$ cat src/rtl/id_ex_reg.sv
// ID/EX pipeline register for the MIPS-subset pipeline.
// It captures the operands, the specifiers, PC+4 and the decoded control of the ID instruction.
// It detects a load-use hazard against the load that is in EX and loads a bubble for it.
// Flush and hold requests take priority over the hazard: flush first, then hold.
// A saturating counter tracks how many load-use bubbles were inserted.
//
// Handshake: there is no valid/ready pair. id_valid qualifies the ID contents. A register
// update happens on every clock edge unless hold is high. lu_stall is combinational and tells
// the upstream stages to keep PC and IF/ID for this cycle. The stalled instruction is then
// presented again on the next cycle.
module id_ex_reg #(
    parameter int DW     = 32,
    parameter int CTRL_W = 11,
    parameter int CNT_W  = 16
) (
    input  logic              clk,
    input  logic              rst_n,
    input  logic              id_valid,
    input  logic [DW-1:0]     id_pc4,
    input  logic [DW-1:0]     id_rs_data,
    input  logic [DW-1:0]     id_rt_data,
    input  logic [DW-1:0]     id_imm_ext,
    input  logic [4:0]        id_rs,
    input  logic [4:0]        id_rt,
    input  logic [4:0]        id_rd,
    input  logic [4:0]        id_shamt,
    input  logic              id_uses_rt,
    input  logic [CTRL_W-1:0] id_ctrl,
    input  logic              hold,
    input  logic              flush,
    output logic              ex_valid,
    output logic [DW-1:0]     ex_pc4,
    output logic [DW-1:0]     ex_rs_data,
    output logic [DW-1:0]     ex_rt_data,
    output logic [DW-1:0]     ex_imm_ext,
    output logic [4:0]        ex_rs,
    output logic [4:0]        ex_rt,
    output logic [4:0]        ex_rd,
    output logic [4:0]        ex_shamt,
    output logic [CTRL_W-1:0] ex_ctrl,
    output logic              lu_stall,
    output logic [CNT_W-1:0]  bubble_cnt
);

    localparam int MEMREAD_BIT = 1;

    logic [1:0] rst_sync;
    logic       rst_int_n;
    logic       hazard;
    logic       dp_load;

    // Reset synchronizer: the reset asserts asynchronously and releases two edges later.
    always_ff @(posedge clk or negedge rst_n) begin
        if (!rst_n) begin
            rst_sync <= 2'b00;
        end else begin
            rst_sync <= {rst_sync[0], 1'b1};
        end
    end

    assign rst_int_n = rst_sync[1];

    // A load in EX whose destination is a source of the ID instruction. The $zero register is excluded.
    assign hazard = ex_valid & ex_ctrl[MEMREAD_BIT] & (ex_rt != 5'd0) & id_valid &
                    ((ex_rt == id_rs) | (id_uses_rt & (ex_rt == id_rt)));

    // A stall only matters when the register is actually advancing.
    assign lu_stall = hazard & ~hold & ~flush;

    // Datapath fields follow id_* whenever the register advances.
    // Bubbles carry junk data, which is harmless because valid and ctrl are cleared.
    assign dp_load = flush | ~hold;

    // Datapath register: plain pass-through with no arithmetic.
    always_ff @(posedge clk or negedge rst_int_n) begin
        if (!rst_int_n) begin
            ex_pc4     <= '0;
            ex_rs_data <= '0;
            ex_rt_data <= '0;
            ex_imm_ext <= '0;
            ex_rs      <= '0;
            ex_rt      <= '0;
            ex_rd      <= '0;
            ex_shamt   <= '0;
        end else if (dp_load) begin
            ex_pc4     <= id_pc4;
            ex_rs_data <= id_rs_data;
            ex_rt_data <= id_rt_data;
            ex_imm_ext <= id_imm_ext;
            ex_rs      <= id_rs;
            ex_rt      <= id_rt;
            ex_rd      <= id_rd;
            ex_shamt   <= id_shamt;
        end
    end

    // Valid and control use the priority flush > hold > load-use > load. A bubble never carries control.
    always_ff @(posedge clk or negedge rst_int_n) begin
        if (!rst_int_n) begin
            ex_valid <= 1'b0;
            ex_ctrl  <= '0;
        end else if (flush) begin
            ex_valid <= 1'b0;
            ex_ctrl  <= '0;
        end else if (hold) begin
            ex_valid <= ex_valid;
            ex_ctrl  <= ex_ctrl;
        end else if (lu_stall) begin
            ex_valid <= 1'b0;
            ex_ctrl  <= '0;
        end else begin
            ex_valid <= id_valid;
            ex_ctrl  <= id_valid ? id_ctrl : '0;
        end
    end

    // Bubble counter: counts load-use bubbles only and saturates at all-ones.
    always_ff @(posedge clk or negedge rst_int_n) begin
        if (!rst_int_n) begin
            bubble_cnt <= '0;
        end else if (lu_stall && (bubble_cnt != {CNT_W{1'b1}})) begin
            bubble_cnt <= bubble_cnt + {{(CNT_W-1){1'b0}}, 1'b1};
        end
    end

endmodule

$ cat config.mk
export PLATFORM = sky130hd
export DESIGN_NAME = id_ex_reg
export DESIGN_NICKNAME = d
export VERILOG_FILES = /design/src/rtl/id_ex_reg.sv
export SDC_FILE = /design/constraint.sdc
export NUM_CORES = 1
export LEC_CHECK = 0
export BUFFER_PORTS_ARGS = -buffer_cell sky130_fd_sc_hd__buf_2
export CORE_UTILIZATION = 33
export CTS_CLUSTER_DIAMETER = 60
export CTS_CLUSTER_SIZE = 25
export DETAILED_ROUTE_END_ITERATION = 10
export GPL_TIMING_DRIVEN = 0
export PLACE_DENSITY = 0.73
export SLEW_MARGIN = 0
export SYNTH_ARGS = -nofsm -noshare
export SYNTH_HDL_FRONTEND = slang
export SYNTH_SLANG_ARGS = --single-unit
$ cat constraint.sdc
create_clock -name clk -period 10.9 [get_ports clk]
set_input_delay 2.18 -clock clk [delete_from_list [all_inputs] [get_ports clk]]
set_output_delay 2.18 -clock clk [all_outputs]
set_load 0.005 [all_outputs]
* Word level (Yosys, flattened, before mapping)
Cells that the tools add are included. Widths: inputs -> output; s select.
Word-level totals: input port bits 165, register bits 178, logic and storage cells 37, output and inout bits 177
Cells by class: $add $sub $neg 1, muxes and demuxes 7, reduce and logical (&&, ||, !) cells 2, equal/unequal tests 4, bitwise logic cells 11
Operators by type and width (count):
- $mux 11 | 4
- $add 16x1->16 const B | 1
- $ne 16x16->1 const B | 1
- $eq 5x5->1 | 2
- $and 1x1->1 | 7
- $reduce_bool 5->1 | 1
- $mux 1 | 3
- $ne 2x1->1 const B | 1
- $not 1->1 | 2
- $or 1x1->1 | 2
- $logic_and 1x1->1 | 1

* Logic depth before layout (Yosys ltp)
Gate-level depths: netlist of run 1.
depth after elaboration 9, mapped depth 6, gate-level depth less buffers 6

* Worst setup path before layout of run 1
No wires, ideal clock.
path type input-to-output, start point input port id_rt[4], end point output port lu_stall, stages 5, required time 8720 ps, path buffers 1, arrival 3180 ps, path slack 5540 ps, path through xor2_1 nor4_2 a32oi_2 buf_6 nor2_1
On the way: cells in the longest elaborated chain, start to end 6
Ends and longest elaborated chain:
- start: declaration | RTL line 24 | input logic [4:0] id_rt,
- $eq 5x5->1 | RTL line 65 | ((ex_rt == id_rs) | (id_uses_rt & (ex_rt == id_rt)));
- $and 1x1->1 | RTL line 65
- $or 1x1->1 | RTL line 65
- $and 1x1->1 | RTL line 64 | assign hazard = ex_valid & ex_ctrl[MEMREAD_BIT] & (ex_rt != 5'd0) & id_valid &
- $and 1x1->1 (2 in series) | RTL line 68 | assign lu_stall = hazard & ~hold & ~flush;
- end: declaration | RTL line 41 | output logic lu_stall,
Every way passes these cells.

* Worst setup path after layout of run 1
Same ends and word-level chain as after synthesis.

==> results of run 1 <==
## cells in the final DEF (no fill, tap or decap), types with 2 or more instances in the layout
| cell type | n |
|---|---|
| and4_1 | 2 |
| nand2b_1 | 2 |
| dfrtp_1 | 177 |
| nand3_1 | 4 |
| a22o_1 | 11 |
| clkbuf_16 | 17 |
| nor3_2 | 8 |
| xor2_1 | 23 |
| buf_16 | 2 |
| clkbuf_1 | 31 |
| buf_6 | 2 |
| bufinv_16 | 2 |
| nor3_1 | 3 |
| buf_1 | 4 |
| clkinvlp_4 | 3 |
| nand2_1 | 450 |
| nand4_1 | 4 |
| nor3b_1 | 2 |
| clkinv_4 | 2 |
| buf_2 | 341 |
| nor2_1 | 5 |
| and2_1 | 2 |
| inv_6 | 4 |
## worst max-delay path, cell delays in order
cell and delay (ns):
buf_2 0.10, xor2_1 0.24, nor4_2 0.09, a32oi_2 0.52
buf_6 0.24, nor2_1 0.06, buf_2 0.14
## routing by layer
| metal | vias to the layer above | share of wire, % | global-route usage (%) |
|---|---|---|---|
| met5 | - | 0 | 0 |
| met4 | 0 | 1.7 | 6.75 |
| met3 | 20 | 5.3 | 3.70 |
| met2 | 208 | 50 | 31.8 |
| met1 | 2843 | 43 | 23.7 |
| li1 | 3043 | - | - |
## area by class of cell
| cell class | instances | area [sq um] |
|---|---|---|
| fillers | 2000 | 10800 |
| plain buffers | 36 | 150 |
| well taps | 270 | 338 |
| multi-input cells | 534 | 2400 |
| clock inverters | 12 | 146 |
| repair buffers | 343 | 1760 |
| clock buffers | 19 | 443 |
| flip-flops and latches | 178 | 4460 |
## worst min path at each step
stage	startpoint	to	slack (ns)
floorplan	rst_sync[0]$_DFF_PN0_	rst_sync[1]$_DFF_PN0_	0.33
global placement	rst_sync[0]$_DFF_PN0_	rst_sync[1]$_DFF_PN0_	0.33
detailed placement	rst_sync[0]$_DFF_PN0_	rst_sync[1]$_DFF_PN0_	0.35
CTS	rst_sync[0]$_DFF_PN0_	rst_sync[1]$_DFF_PN0_	0.37
global route	rst_sync[0]$_DFF_PN0_	rst_sync[1]$_DFF_PN0_	0.38
finish	rst_sync[0]$_DFF_PN0_	rst_sync[1]$_DFF_PN0_	0.36
## stage by stage
stage                     cell area [sq um]  std cells  hold slack, ns
after floorplan                        7000        748           0.331
after global placement                 9050       1359           0.334
after detailed placement               9110       1361           0.353
after CTS                              9700       1392           0.369
after global routing                   9700       1392           0.375
final                                  9700       1392           0.363
## sequential cells by signal, summed over array words and instances (netlist names)
name,cells
bubble_cnt,16
ex_ctrl,11
ex_imm_ext,32
ex_pc4,32
ex_rd,5
ex_rs,5
ex_rs_data,32
ex_rt,5
ex_rt_data,32
ex_shamt,5
ex_valid,1
rst_sync,2
## power by group
part | switching [mW] | internal [mW] | leakage [nW]
registers | 0.0311 | 0.708 | 2.18
clock network | 0.270 | 0.349 | 0.279
logic | 0.0975 | 0.0816 | 3.06
## kinds of logic after synthesis
kind of cell	Yosys count
other	1
adders and majority gates	1
buffers and inverters	36
xor gates and xnor gates	24
DFF	178
AOI/OAI and AO/OA	18
and+or+nand+nor	488
muxes	2
==> results.json, run 1 <==
{
  "post_route_cells_drive_above_1_share_pct": 35.1,
  "numPortBuffers": 341,
  "cp.arrival_ns": 3.56,
  "top_level_ports": 342,
  "hp-class": "reg -> reg",
  "synthCells": 748,
  "place_congestion": 0.818,
  "final_nets": 1276,
  "ys.flop_type": "dfrtp_1",
  "synth_mux_area_share_pct": 0.375,
  "ys_seq_elements": 178,
  "critPathKind": "in -> out",
  "yosysWarnings": 0,
  "drt_iter0_drc": 253,
  "ir_drop_v": 0.000109,
  "cp_max_fo": 10,
  "synth_xor_area_share_pct": 3.00,
  "drv_slew": 0,
  "powerDensity_nw_per_um2": 159,
  "timing.fmax_ghz": 0.174,
  "antenna_found_initial": 0,
  "start_kind": "primary input",
  "status": "finished clean",
  "grt-ovfl-total": 0,
  "grt_pass1_wl_microns": 31800,
  "dieHeight_microns": 148,
  "crit_end": "lu_stall",
  "insertedDiodeCount": 0,
  "start_util_pct": 34.2,
  "rr_worst_depth": 5,
  "drt-vias-per-instance": 4.39,
  "fp.coreArea_sq_um": 20500,
  "ys_top_cells_by_count": "nand2_1 (450), dfrtp_1 (178), clkbuf_1 (30), xor2_1 (23), a22o_1 (11)",
  "synth-simple-area-share_pct": 28.1,
  "cts_tree": "built",
  "wl_per_cell_microns": 14.4,
  "finClkSkew_ns": 0.0105,
  "period_share_pct": 52.7,
  "fp.dieArea_sq_um": 21800,
  "synth_compound_area_share_pct": 2.59,
  "cts_root_buffer": "clkbuf_16",
  "h-tree-depth": 4,
  "cts_buffers": 17,
  "crit_start": "id_rt[4]",
  "ys_types": 34,
  "grt_pass1_vias": 6199,
  "final_util_pct": 47.3,
  "whs_path_depth": 0,
  "synth_top_family_by_area": "simple AND/OR/NAND/NOR gates",
  "fp.dieW_microns": 148,
  "holdBufCountCts": 0,
  "synth_nets": 914,
  "clock_latency_ns": 0.42,
  "reg2reg_setup_slack_ns": 8.87,
  "setup_violations": 0,
  "synthArstFlopShare_pct": 100,
  "drtAntennaViolNets": 0,
  "maxCapViolCount": 0,
  "syn_to_final_growth_pct": 38.4,
  "synthTopCellsByArea": "dfrtp_1 (64%), nand2_1 (24%), xor2_1 (2.9%)",
  "drc_errors": 0,
  "rr_endpoint": "ex_ctrl[3]$_DFFE_PN0P_",
  "syn-cell-area_sq_um": 7000,
  "hold_violations": 0,
  "worst_pin_slew_ns": 0.803,
  "ys_seq_area_share_pct": 63.6,
  "hpwl_microns": 15200,
  "synth.top_cell.area_share_pct": 63.6,
  "post-cts-setup-buffers": 0,
  "synth_top_cell_by_area": "dfrtp_1",
  "yosysMostFrequentCell": "nand2_1",
  "critical_path_required_ns": 8.72,
  "cts_max_path_buffers": 2,
  "rows": 52,
  "worst_slack_ns": 5.16,
  "grt_max_degree": 67,
  "synth_fa_ha_area_share_pct": 0.179,
  "vias": 6114,
  "syn_avg_cell_area_sq_um": 9.36,
  "grt_util_all_layers_pct": 18.7,
  "dp_slack_ns": 5.14,
  "period_minus_slack_ns": 5.74,
  "synth-edff-count": 0,
  "p_leak_nw": 5.52,
  "wirelength_microns": 20000,
  "cts.repair.resized": 0,
  "rsz0062_at_grt": "no",
  "slew_headroom_pct": 46.5,
  "end_kind": "output pin",
  "drt_pre_antenna_iters": 4,
  "cts_sinks": 178,
  "power_mw": 1.54,
  "r2r-start": "ex_rt[1]$_DFFE_PN0P_",
  "cts.reportedPaths.clkPinSlew_ns": 0.07,
  "setup_tns_ns": 0
}
Power figures use the tool's default switching activity.
==> inputs of run 2 (changes only) <==
--- a/config.mk
+++ b/config.mk
@@ -5,13 +5,14 @@
 export SDC_FILE = /design/constraint.sdc
 export NUM_CORES = 1
 export LEC_CHECK = 0
+export ABC_AREA = 1
 export BUFFER_PORTS_ARGS = -buffer_cell sky130_fd_sc_hd__buf_2
 export CORE_UTILIZATION = 33
 export CTS_CLUSTER_DIAMETER = 60
 export CTS_CLUSTER_SIZE = 25
 export DETAILED_ROUTE_END_ITERATION = 10
 export GPL_TIMING_DRIVEN = 0
-export PLACE_DENSITY = 0.73
+export PLACE_DENSITY = 0.74
 export SLEW_MARGIN = 0
 export SYNTH_ARGS = -nofsm -noshare
 export SYNTH_HDL_FRONTEND = slang
==> constraint.sdc (replaced) <==
create_clock -name clk -period 4.85 [get_ports clk]
set_input_delay 0.97 -clock clk [delete_from_list [all_inputs] [get_ports clk]]
set_output_delay 0.97 -clock clk [all_outputs]
set_load 0.005 [all_outputs]
==> results.json, run 2 <==
{
  "ys_top_cells_by_count": "nand2_1 (507), dfrtp_1 (178), inv_1 (40), nor2_1 (24), clkbuf_1 (17)",
  "cts_buffers": 17,
  "path_buf_inv": 3,
  "cts_max_path_buffers": 2,
  "met1_length_microns": 9030,
  "fp.coreArea_sq_um": 21300,
  "ys_seq_elements": 178,
  "post-cts-setup-buffers": 0,
  "p_clk_share_pct": 40.1,
  "cp_max_fo": 7,
  "period_share_pct": 60.6,
  "h-tree-depth": 4,
  "grt_pass1_wl_microns": 31900,
  "rsz0062_at_grt": "no",
  "crit_chain": "buf_2 > nor2_4 > nand4_1 > nor2_4 > nand2_2 > clkinv_1 > buf_2",
  "cts.repair.resized": 0,
  "top_level_ports": 342,
  "hold_violations": 0,
  "cts_sinks": 178,
  "drv_slew": 0,
  "critPathKind": "in -> out",
  "hpwl_microns": 15700,
  "p_sw_share_pct": 28.1,
  "synthArstFlopShare_pct": 100,
  "ys.flop_type": "dfrtp_1",
  "mostFrequentLayoutCells": "nand2_1 (507), buf_2 (356), dfrtp_1 (177), inv_1 (40), nor2_1 (24)",
  "grt_pass1_vias": 6238,
  "yosysMostFrequentCell": "nand2_1",
  "drtAntennaViolNets": 0,
  "pwr-share-comb_pct": 11.8,
  "vias": 6639,
  "end_kind": "output pin",
  "wl_per_cell_microns": 13.9,
  "cts_tree": "built",
  "antenna_found_initial": 1,
  "dr_wl_met3_microns": 1310,
  "syn_avg_cell_area_sq_um": 8.46,
  "wl_met2_microns": 10200,
  "internal_power_mw": 2.48,
  "grt_util_all_layers_pct": 18.4,
  "drt_pre_antenna_iters": 6,
  "yosysWarnings": 0,
  "status": "finished clean",
  "drc_errors": 0,
  "maxCapViolCount": 0,
  "final_util_pct": 46.8,
  "worst_pin_slew_ns": 0.698,
  "cp.arrival_ns": 1.97,
  "p_leak_nw": 5.81,
  "grt_max_degree": 71,
  "worst_slack_ns": 1.91,
  "place_congestion": 0.817,
  "place_area_sq_um": 9370,
  "setup_tns_ns": 0,
  "hp-class": "in -> async",
  "numPortBuffers": 341,
  "period_minus_slack_ns": 2.94,
  "synth_nets": 1024,
  "ir_drop_v": 0.000188,
  "post_route_cells_drive_above_1_share_pct": 34.7,
  "syn-cell-area_sq_um": 7260,
  "holdBufCountCts": 0,
  "critPathTopFamily": "simple AND/OR/NAND/NOR gates",
  "finClkSkew_ns": 0.0103,
  "max_stage_delay_ns": 0.27,
  "wirelength_microns": 20900,
  "stdcell_area_sq_um": 9970,
  "ys_seq_area_share_pct": 61.3,
  "powerDensity_nw_per_um2": 347,
  "cts.reportedPaths.clkPinSlew_ns": 0.08,
  "synthCells": 858,
  "drt-vias-per-instance": 4.40,
  "start_util_pct": 34.1,
  "ys_types": 28,
  "timing.fmax_ghz": 0.340,
  "dr.max_layer_used": "met4",
  "start_kind": "primary input",
  "synth.top_cell.area_share_pct": 61.3,
  "rows": 53,
  "clock_latency_ns": 0.42,
  "synthTopCellsByArea": "dfrtp_1 (61%), nand2_1 (26%), inv_1 (2.1%)",
  "slew_headroom_pct": 53.4,
  "drt_iter0_drc": 292,
  "final_nets": 1386,
  "synth-edff-count": 0,
  "cts_root_buffer": "clkbuf_16",
  "synth_top_cell_by_area": "dfrtp_1",
  "power_mw": 3.45,
  "fp.dieArea_sq_um": 22600,
  "critical_path_required_ns": 3.88,
  "grt-ovfl-total": 0,
  "worst_path_max_delay_cell": "nor2_4",
  "p_sw_mw": 0.972,
  "setup_violations": 0,
  "seqPwrFrac_pct": 48.1,
  "fp.dieW_microns": 150,
  "layout_commonest_cell": "nand2_1",
  "dp_slack_ns": 1.82,
  "syn_to_final_growth_pct": 37.3,
  "dieHeight_microns": 150
}
-- run 2: final timing paths --
path | slack [ns] | start | to | depth (start not counted)
min in group clk | 0.35 | rst_sync[0]$_DFF_PN0_ | rst_sync[1]$_DFF_PN0_ | 0
min reg2reg | 0.35 | rst_sync[1]$_DFF_PN0_ | ex_pc4[14]$_DFFE_PN0P_ | 0
max in group asynchronous | 3.40 | rst_sync[1]$_DFF_PN0_ | ex_pc4[6]$_DFFE_PN0P_ | 2
max reg2reg | 3.07 | bubble_cnt[0]$_DFFE_PN0P_ | bubble_cnt[10]$_DFFE_PN0P_ | 9
max | 1.91 | flush | lu_stall | 7
min | 0.32 | rst_n | rst_sync[0]$_DFF_PN0_ | 1
-- run 2: layout make-up --
type,count,area [sq um]
clock inverter,14,158
clock buffer,18,439
antenna,1,2.50
tap,275,344
buffer,35,165
multi-input combinational,595,2450
timing repair buffer,343,1760
inverter,50,188
fill,2101,11300
sequential,178,4460
-- run 2: per-layer routing --
metal,global-route usage [%],vias up
met5,0,-
met4,6.01,0
met3,4.82,25
met2,31.0,233
met1,22.8,3071
li1,-,3310
-- run 2: worst register-to-register path, stage by stage (launching register included) --
cell,delay (ns)
dfrtp_1,0.41
ha_1,0.20
inv_1,0.08
nor2_1,0.24
nand4_2,0.25
nand3_4,0.18
buf_6,0.17
nor2_2,0.04
nand2_1,0.05
nand2_1,0.05
-- run 2: cell families (layout without fill, tap and decap cells) --
kind of cell / after synthesis / after routing / share of synthesized area [%]
AO/OA/AOI/OAI: 25 / 25 / 2.40
XOR/XNOR: 2 / 2 / 0.241
adder cells (fa/ha/maj): 1 / 1 / 0.172
buffers and inverters: 85 / 460 / 4.86
flip-flops: 178 / 178 / 61.3
other: 1 / 2 / 0.0516
AND/OR/NAND/NOR: 566 / 566 / 30.9
-- run 2: power by group through the flow --
stage	Clock (mW)	Combinational [mW]	Sequential, mW
detailed placement	0	0.418	1.69
finish	1.38	0.408	1.66
CTS	1.43	0.417	1.66
global placement	0	0.380	1.71
floorplan	0	0.146	1.71
global route	1.49	0.462	1.68
-- run 2: through the flow --
| stage | hold slack (ns) | cells |
|---|---|---|
| after floorplan | 0.331 | 858 |
| after global placement | 0.336 | 1474 |
| after detailed placement | 0.336 | 1476 |
| after CTS | 0.296 | 1508 |
| after global routing | 0.284 | 1509 |
| final | 0.317 | 1509 |
